[config.mk]
export PLATFORM = sky130hd
export DESIGN_NAME = hsi_encoder
export DESIGN_NICKNAME = d
export VERILOG_FILES = /design/src/rtl/hsi_encoder.sv
export SDC_FILE = /design/constraint.sdc
export NUM_CORES = 1
export LEC_CHECK = 0
export CORE_ASPECT_RATIO = 1.1
export CORE_UTILIZATION = 40
export DETAILED_ROUTE_END_ITERATION = 8
export GPL_TIMING_DRIVEN = 1
export PLACE_DENSITY = 0.67
export SLEW_MARGIN = 20
export SYNTH_ARGS = -nofsm -noshare
export SYNTH_HDL_FRONTEND = slang
export SYNTH_SLANG_ARGS = --single-unit
[constraint.sdc]
create_clock -name clk -period 2.25 [get_ports clk]
set_clock_uncertainty 0.15 [all_clocks]
set_input_delay 0.45 -clock clk [delete_from_list [all_inputs] [get_ports clk]]
set_output_delay 0.45 -clock clk [all_outputs]
set_load 0.1 [all_outputs]
[src/rtl/hsi_encoder.sv]
// HSI serial frame encoder: buffered byte handshake feeding a tick-driven
// START/DATA/PARITY/GUARD/EOM serialiser. Define HSI_ENC_FIFO_EN for a 4-deep input FIFO.
module hsi_encoder #(
  parameter string ML_FST = "LSB"
) (
  input  logic       clk,
  input  logic       n_rst,
  input  logic       clk_en,
  input  logic [7:0] data,
  input  logic       data_valid,
  input  logic       data_last,
  output logic       data_ready,
  output logic       q,
  output logic       busy,
  output logic       underrun
);

  typedef enum logic [2:0] {
    S_IDLE,
    S_START,
    S_DATA,
    S_PARITY,
    S_GUARD,
    S_EOM
  } state_e;

  localparam bit MSB_FIRST = (ML_FST == "MSB");

  logic       w_push;
  logic       w_pop;
  logic       w_empty;
  logic [7:0] w_head_data;
  logic       w_head_last;

  assign w_push = data_valid & data_ready;

`ifdef HSI_ENC_FIFO_EN
  logic [8:0] r_mem [4];
  logic [1:0] r_wr_ptr;
  logic [1:0] r_rd_ptr;
  logic [2:0] r_count;

  // NOTE: the storage array has no reset; r_count alone decides which entries are valid.
  always_ff @(posedge clk) begin
    if (w_push) r_mem[r_wr_ptr] <= {data_last, data};
  end

  always_ff @(posedge clk or negedge n_rst) begin
    if (!n_rst) begin
      r_wr_ptr <= '0;
      r_rd_ptr <= '0;
      r_count  <= '0;
    end else begin
      if (w_push) r_wr_ptr <= r_wr_ptr + 2'd1;
      if (w_pop)  r_rd_ptr <= r_rd_ptr + 2'd1;
      r_count <= r_count + 3'(w_push) - 3'(w_pop);
    end
  end

  assign data_ready                 = (r_count != 3'd4);
  assign w_empty                    = (r_count == 3'd0);
  assign {w_head_last, w_head_data} = r_mem[r_rd_ptr];
`else
  logic       r_full;
  logic [8:0] r_hold;

  always_ff @(posedge clk) begin
    if (w_push) r_hold <= {data_last, data};
  end

  // Push and pop are mutually exclusive: push needs empty, pop needs full.
  always_ff @(posedge clk or negedge n_rst) begin
    if (!n_rst)      r_full <= 1'b0;
    else if (w_push) r_full <= 1'b1;
    else if (w_pop)  r_full <= 1'b0;
  end

  assign data_ready                 = ~r_full;
  assign w_empty                    = ~r_full;
  assign {w_head_last, w_head_data} = r_hold;
`endif

  state_e     r_state;
  state_e     w_state_nxt;
  logic [2:0] r_cnt;
  logic [2:0] w_cnt_nxt;
  logic [2:0] r_idx;
  logic [2:0] w_idx_nxt;
  logic [7:0] r_byte;
  logic       r_last;
  logic       r_q;
  logic       w_q_nxt;
  logic       r_underrun;
  logic       w_underrun_nxt;

  // NOTE: sequential state uses non-blocking assignments so every flop samples pre-edge values.
  always_ff @(posedge clk or negedge n_rst) begin
    if (!n_rst) begin
      r_state    <= S_IDLE;
      r_cnt      <= '0;
      r_idx      <= '0;
      r_byte     <= '0;
      r_last     <= 1'b0;
      r_q        <= 1'b1;
      r_underrun <= 1'b0;
    end else begin
      r_state    <= w_state_nxt;
      r_cnt      <= w_cnt_nxt;
      r_idx      <= w_idx_nxt;
      r_q        <= w_q_nxt;
      r_underrun <= w_underrun_nxt;
      if (w_pop) begin
        r_byte <= w_head_data;
        r_last <= w_head_last;
      end
    end
  end

  // Each phase lasts 8 ticks; r_cnt rolls 7->0 by itself at every phase change.
  always_comb begin
    // NOTE: defaults first so no path leaves a combinational output unassigned (no latches).
    w_state_nxt = r_state;
    w_cnt_nxt   = r_cnt;
    w_idx_nxt   = r_idx;
    w_pop       = 1'b0;
    if (clk_en) begin
      w_cnt_nxt = r_cnt + 3'd1;
      unique case (r_state)
        S_IDLE: begin
          w_cnt_nxt = '0;
          if (!w_empty) begin
            w_pop       = 1'b1;
            w_state_nxt = S_START;
          end
        end
        S_START: begin
          if (r_cnt == 3'd7) begin
            w_state_nxt = S_DATA;
            w_idx_nxt   = '0;
          end
        end
        S_DATA: begin
          if (r_cnt == 3'd7) begin
            w_idx_nxt = r_idx + 3'd1;
            if (r_idx == 3'd7) w_state_nxt = S_PARITY;
          end
        end
        S_PARITY: begin
          if (r_cnt == 3'd7) begin
            w_state_nxt = r_last ? S_EOM : S_GUARD;
            w_idx_nxt   = '0;
          end
        end
        S_GUARD: begin
          // r_cnt==2 marks a stalled guard waiting for the next byte.
          if (r_cnt != 3'd0) begin
            if (!w_empty) begin
              w_pop       = 1'b1;
              w_state_nxt = S_START;
              w_cnt_nxt   = '0;
            end else begin
              w_cnt_nxt = 3'd2;
            end
          end
        end
        S_EOM: begin
          if (r_cnt == 3'd7) begin
            w_idx_nxt = r_idx + 3'd1;
            if (r_idx == 3'd1) begin
              w_state_nxt = S_IDLE;
              w_idx_nxt   = '0;
            end
          end
        end
        default: w_state_nxt = S_IDLE;
      endcase
    end
  end

  // Line level is computed for the phase being entered, then registered on the tick.
  always_comb begin
    w_q_nxt        = r_q;
    w_underrun_nxt = clk_en & (r_state == S_GUARD) & (r_cnt == 3'd1) & w_empty;
    if (clk_en) begin
      unique case (w_state_nxt)
        S_START:  w_q_nxt = 1'b0;
        S_DATA:   w_q_nxt = MSB_FIRST ? r_byte[3'd7 - w_idx_nxt] : r_byte[w_idx_nxt];
        S_PARITY: w_q_nxt = ~^r_byte;
        default:  w_q_nxt = 1'b1;
      endcase
    end
  end

  assign q        = r_q;
  assign busy     = (r_state != S_IDLE);
  assign underrun = r_underrun;

endmodule
==> results of run 1 <==
==> synthesized netlist by cell type (2+ instances only) <==
library cell / count / share of area (%)
nand3b_1: 5 / 2.3
and2_1: 2 / 0.76
xnor2_1: 7 / 3.7
inv_1: 9 / 2.1
a21oi_1: 4 / 1.2
clkbuf_1: 2 / 0.46
ha_1: 9 / 6.9
nor2_1: 7 / 1.6
nand3_1: 5 / 1.5
nand2b_1: 2 / 0.76
dfrtp_1: 20 / 30
a211o_1: 2 / 1.1
o2111ai_1: 2 / 1.1
nand2_1: 8 / 1.8
mux2i_1: 3 / 1.8
a22o_1: 2 / 1.1
o21ai_0: 3 / 0.91
edfxtp_1: 9 / 16
mux2_2: 9 / 6.2
==> kinds of logic (layout without fill, tap and decap cells) <==
logic type               after synthesis  after routing  share of synthesized area (%)
flip-flops                            30             30                           48.6
AO/OA/AOI/OAI                         23             23                           12.8
adder cells (fa/ha/maj)                9              9                           6.86
AND/OR/NAND/NOR                       42             42                           14.9
multiplexers                          13             13                           8.92
XOR/XNOR                               7              7                           3.73
buffers and inverters                 15             49                           4.19
==> per-stage QoR <==
step	TNS (ns)	setup WS, ns	utilization, %	cells
finish	-0.0265	-0.0265	54.0	225
global route	-0.711	-0.145	54.0	225
floorplan	-0.0258	-0.0258	-	139
detailed placement	-0.305	-0.305	50.9	217
CTS	-0.0356	-0.0356	54.0	225
global placement	-0.272	-0.272	50.9	217
==> sequential cells by signal (all words and copies together), names as in the netlist <==
signal    count
r_hold        9
r_byte        8
r_cnt         3
r_idx         3
r_state       3
q             1
r_full        1
r_last        1
underrun      1
==> timing repair <==
item	in CTS	in global routing
pin swaps	0	0
gates cloned	0	0
resized for setup	4	0
setup endpoints to repair	1	10
==> critical path, delay by kind of cell (launching register included) <==
kind                       cells  cell delay (ns)
AOI/OAI and AO/OA              3             0.45
adders and majority gates      2             0.38
DFF                            1             0.41
muxes                          1             0.32
and+or+nand+nor                3             0.49
==> placed cells by master (no fill, tap or decap), types with 2 or more instances in the layout <==
| cell | count |
|---|---|
| a211o_1 | 2 |
| a21oi_1 | 4 |
| a22o_1 | 2 |
| and2_1 | 2 |
| buf_12 | 4 |
| buf_4 | 15 |
| clkbuf_8 | 6 |
| clkdlybuf4s50_1 | 12 |
| dfrtp_1 | 20 |
| edfxtp_1 | 9 |
| ha_1 | 6 |
| ha_4 | 3 |
| inv_1 | 9 |
| mux2_2 | 9 |
| mux2i_1 | 3 |
| nand2_1 | 8 |
| nand2b_1 | 2 |
| nand3_1 | 5 |
| nand3b_1 | 5 |
| nor2_1 | 7 |
| nor3b_2 | 2 |
| o2111ai_1 | 2 |
| o21ai_0 | 3 |
| xnor2_1 | 7 |
==> report_power, final <==
part	internal (uW)	total [uW]	switching (uW)
combinational	705	1390	688
clock	245	444	199
sequential	764	971	207
==> layer usage <==
layer	track usage [%]	vias up	share of wire [%]
met5	0	-	0
met3	5.59	6	5.4
met4	7.24	0	1.8
met2	25.8	34	50
li1	-	570	-
met1	18.6	552	43
==> final cells by class <==
class | instances | area, sq um | share of cell area, %
inverters | 10 | 37.5 | 1.77
clock inverters | 2 | 12.5 | 0.589
well taps | 52 | 65.1 | 3.06
multi-input cells | 94 | 818 | 38.5
clock buffers | 6 | 82.6 | 3.88
repair buffers | 31 | 313 | 14.7
flip-flops and latches | 30 | 797 | 37.5
==> worst max-delay path by stage <==
stage	depth (start not counted)	to	from
global route	9	q	r_cnt[1]
detailed placement	8	q	clk_en
floorplan	9	q	r_cnt[1]
finish	9	q	r_cnt[1]
global placement	8	q	clk_en
CTS	9	q	r_cnt[0]
==> impl_metrics.tcl, run 1 <==
set metrics [dict create \
    core_sq_mm 0.00393 \
    synthArstFlopShare_pct 70.0 \
    clock_path_buffers 2 \
    run_status "complete, but fails checks" \
    rr_worst_depth 9 \
    violations "setup timing" \
    cpMaxStageDelayCell "dfrtp_1" \
    dr.pass1.iters 4 \
    cp_max_fo 7 \
    total_power_uw 2810 \
    avgViaCountPerCell 5.16 \
    dieArea_sq_mm 0.00436 \
    num_antenna_cells 0 \
    netlist_area_sq_mm 0.00164 \
    design_area_sq_mm 0.00213 \
    slew_headroom_pct 75.2 \
    rows 24 \
    place_congestion 0.877 \
    tightestPinTransition_ns 0.372 \
    synth_edf_count 9 \
    hold_end "r_byte[6]" \
    path_cells "ha_4 > ha_4 > nand3b_1 > a31oi_2 > o32ai_4 > mux2_4 > or3_1 > nand4_1 > a21oi_1" \
    crit_arrival_ns 2.33 \
    cts.htree.levels 2 \
    max_freq_mhz 439 \
    synth_seq_cells 30 \
    layout.nets 194 \
    required_ns 2.31 \
    synth_nets 161 \
    cts_setup_buffers 0 \
    final_hold_viol_count 0 \
    crit_top_cell "ha_4" \
    cts_tree "yes" \
    clock-sinks 30 \
    grt_pass1_vias 1191 \
    synth.avg_cell_area_sq_um 11.8 \
    first_iter_violations 62 \
    vdd_drop_max_mv 0.628 \
    rr_startpoint "r_cnt[1]" \
    antenna_found_initial 0 \
    die_h_um 69.2 \
    setup_slack_ns -0.0265 \
    crit_path_start_kind "flop" \
    dieWidth_um 63.1 \
    rr_endpoint "q" \
    drc 0 \
    rsz0062_at_grt "yes" \
    yosysWarnings 0 \
    leakage_uw 0.000886 \
    hold_buffers 0 \
    syn_to_final_growth_pct 29.5 \
    finalCritPeriodShare_pct 101 \
    synth_cells 139 \
    slew_viol_final 0 \
    cap_viol_max_count 0 \
    end_kind "flop" \
    io_buffers 16 \
    root_buffer "clkbuf_8" \
    slowest_delay_ns 0.41 \
    setup_viol_count_final 1 \
    boundaryPins 17 \
    dpl-instance-area_sq_mm 0.00200 \
    grt_pass1_wl_um 5300 \
    clk_pin_slew_worst_paths_ns 0.06 \
    whs_ns 0.331 \
    finalCriticalPeriod_ns 2.28 \
    dp_hpwl_um 2350 \
    hold_path_depth 1 \
    synth_cell_types 48 \
    power_density_mw_per_mm2 1320 \
    initial_core_util_pct 41.7 \
    vias 1162 \
    cts_buffers 5 \
    wl_per_cell_um 13.5 \
    grt_usage_pct 15.9 \
    hold_path.class "flop to flop" \
    grt-ovfl-total 0 \
    grt_max_degree 22 \
    nFillCells 345 \
    routed_wl_um 3040 \
    yosysSeqAreaShare_pct 48.6 \
    detail-route-antenna-nets 0 \
    hold_start "r_hold[6]" \
    drive_above_1_share_pct 28.3 \
    rrSetupSlack_ns -0.03 \
    clk_latency_ns 0.28 \
    path_class "flop to flop" \
    synthFlopType "dfrtp_1" \
]
Power figures use the tool's default switching activity.
==> run 2, diff against run 1 <==
--- a/config.mk
+++ b/config.mk
@@ -9,7 +9,7 @@
 export CORE_UTILIZATION = 40
 export DETAILED_ROUTE_END_ITERATION = 8
 export GPL_TIMING_DRIVEN = 1
-export PLACE_DENSITY = 0.67
+export PLACE_DENSITY_LB_ADDON = 0.15
 export SLEW_MARGIN = 20
 export SYNTH_ARGS = -nofsm -noshare
 export SYNTH_HDL_FRONTEND = slang
==> constraint.sdc (replaced) <==
create_clock -name clk -period 2.25 [get_ports clk]
set_clock_uncertainty 0.15 [all_clocks]
set_input_delay 0.45 -clock clk [delete_from_list [all_inputs] [get_ports clk]]
set_output_delay 0.45 -clock clk [all_outputs]
set_load 0.01 [all_outputs]
==> run 2 against run 1 <==
Worst hold slack lost 0.0060 ns. Clock power shrank 6.8%. Core utilization increased by 0.32 points. Wire length up 6.0%. Via count up 2.1%. First-iteration DRC count is 16% lower. Sequential power shrank 2%. Die area is the same. Sequential share of layout area decreased by 0.10 points. Design area rose by 0.59%. Register-to-register slack about the same. The flow still finishes with violations (setup timing). Critical path depth did not move.
==> impl_metrics.tcl, run 2 (synthesized netlist as in run 1, its figures left out) <==
set metrics [dict create \
    dpl-instance-area_sq_mm 0.00197 \
    finalCriticalPeriod_ns 2.28 \
    cap_viol_max_count 0 \
    cp_max_fo 7 \
    end_kind "flop" \
    boundaryPins 17 \
    dr.pass1.iters 4 \
    hold_end "r_byte[6]" \
    vdd_drop_max_mv 0.635 \
    drive_above_1_share_pct 29.6 \
    largest_reg_flops 9 \
    grt_usage_pct 17.0 \
    cts_buffers 5 \
    run_status "complete, but fails checks" \
    finalCritPeriodShare_pct 101 \
    place_congestion 0.840 \
    setup_slack_ns -0.0295 \
    hold_buffers 0 \
    grt_max_degree 22 \
    path_class "flop to flop" \
    hold_path_depth 1 \
    grt_pass1_wl_um 5600 \
    setup_viol_count_final 1 \
    required_ns 2.32 \
    dp_hpwl_um 2410 \
    crit_arrival_ns 2.35 \
    final_hold_viol_count 0 \
    layout.nets 200 \
    clk_pin_slew_worst_paths_ns 0.06 \
    rows 24 \
    antenna_found_initial 0 \
    reg_top3 "r_hold: 9 flops, r_byte: 8 flops" \
    clock_path_buffers 2 \
    slew_viol_final 0 \
    slew_headroom_pct 76.3 \
    tightestPinTransition_ns 0.352 \
    design_area_sq_mm 0.00214 \
    rrSetupSlack_ns -0.03 \
    dieWidth_um 63.1 \
    rr_startpoint "r_cnt[1]" \
    clk_latency_ns 0.28 \
    rsz0062_at_grt "yes" \
    core_sq_mm 0.00393 \
    die_h_um 69.2 \
    syn_to_final_growth_pct 30.3 \
    place_ws_ns -0.307 \
    cts_tree "yes" \
    avgViaCountPerCell 5.13 \
    hold_start "r_hold[6]" \
    root_buffer "clkbuf_8" \
    rr_endpoint "q" \
    first_iter_violations 52 \
    crit_path_start_kind "flop" \
    detail-route-antenna-nets 0 \
    dieArea_sq_mm 0.00436 \
    hold_path.class "flop to flop" \
    fin_tns_setup_ns -0.0295 \
    initial_core_util_pct 41.7 \
    cts.htree.levels 2 \
    grt-ovfl-total 0 \
    clock-sinks 30 \
    rr_worst_depth 9 \
    mostFrequentLayoutCells "buf_4, dfrtp_1, clkdlybuf4s50_1" \
    nFillCells 363 \
    violations "setup timing" \
    leakage_uw 0.000891 \
    max_freq_mhz 439 \
    io_buffers 16 \
    top_register "r_hold" \
    num_antenna_cells 0 \
    grt_pass1_vias 1187 \
    routed_wl_um 3220 \
    power_density_mw_per_mm2 1200 \
    layout_commonest_cell "buf_4" \
    drc 0 \
    crit_start "r_cnt[1]" \
    vias 1186 \
    wl_per_cell_um 13.9 \
]
==> run 2: layer usage <==
| layer | routed length, um | global-route usage (%) | up-vias |
|---|---|---|---|
| met5 | 0 | 0 | - |
| met3 | 87 | 4.93 | 7 |
| met1 | 1450 | 20.8 | 583 |
| met2 | 1620 | 27.5 | 17 |
| met4 | 62 | 7.75 | 0 |
| li1 | - | - | 579 |
==> run 2: area by class of cell <==
| cell class | count | area [sq um] | area share (%) |
|---|---|---|---|
| multi-input cells | 94 | 823 | 38.5 |
| flip-flops and latches | 30 | 800 | 37.4 |
| repair buffers | 37 | 328 | 15.3 |
| clock buffers | 5 | 68.8 | 3.22 |
| well taps | 52 | 65.1 | 3.04 |
| inverters | 10 | 37.5 | 1.76 |
| clock inverters | 3 | 16.3 | 0.761 |
==> run 2: what timing repair did <==
action | 4_1_cts | 5_1_grt
buffers inserted | 0 | 7
gates resized for setup | 2 | 5
gates cloned | 0 | 0
setup endpoints to repair | 2 | 2
pin swaps | 1 | 0
==> run 2: worst max-delay path by stage <==
stage               endpoint  slack, ns
detailed placement         q      -0.31
floorplan                  q      -0.03
global route               q      -0.13
finish                     q      -0.03
global placement           q      -0.29
CTS                        q      -0.06
==> run 2: through the flow <==
stage | std cells | utilization [%] | total power (uW) | hold WS (ns)
final | 231 | 54.4 | 2560 | 0.325
after global routing | 231 | 54.4 | 2770 | 0.342
after CTS | 224 | 52.3 | 2510 | 0.331
after detailed placement | 216 | 50.0 | 2080 | 0.316
after global placement | 216 | 50.0 | 2040 | 0.311
after floorplan | 139 | - | 1700 | 0.00441
==> run 2: critical path: stages (launching register included) <==
cell and delay, ns:
dfrtp_1 0.41, ha_4 0.19, ha_4 0.18, nand3b_1 0.13
a31oi_2 0.14, o32ai_4 0.25, mux2_4 0.32, or3_1 0.31
nand4_1 0.08, a21oi_1 0.06
==> run 2: power by group <==
group	switching [uW]	internal (uW)	leakage [uW]
Combinational	500	696	0.000514
Clock	203	211	0.0000416
Sequential	187	767	0.000336
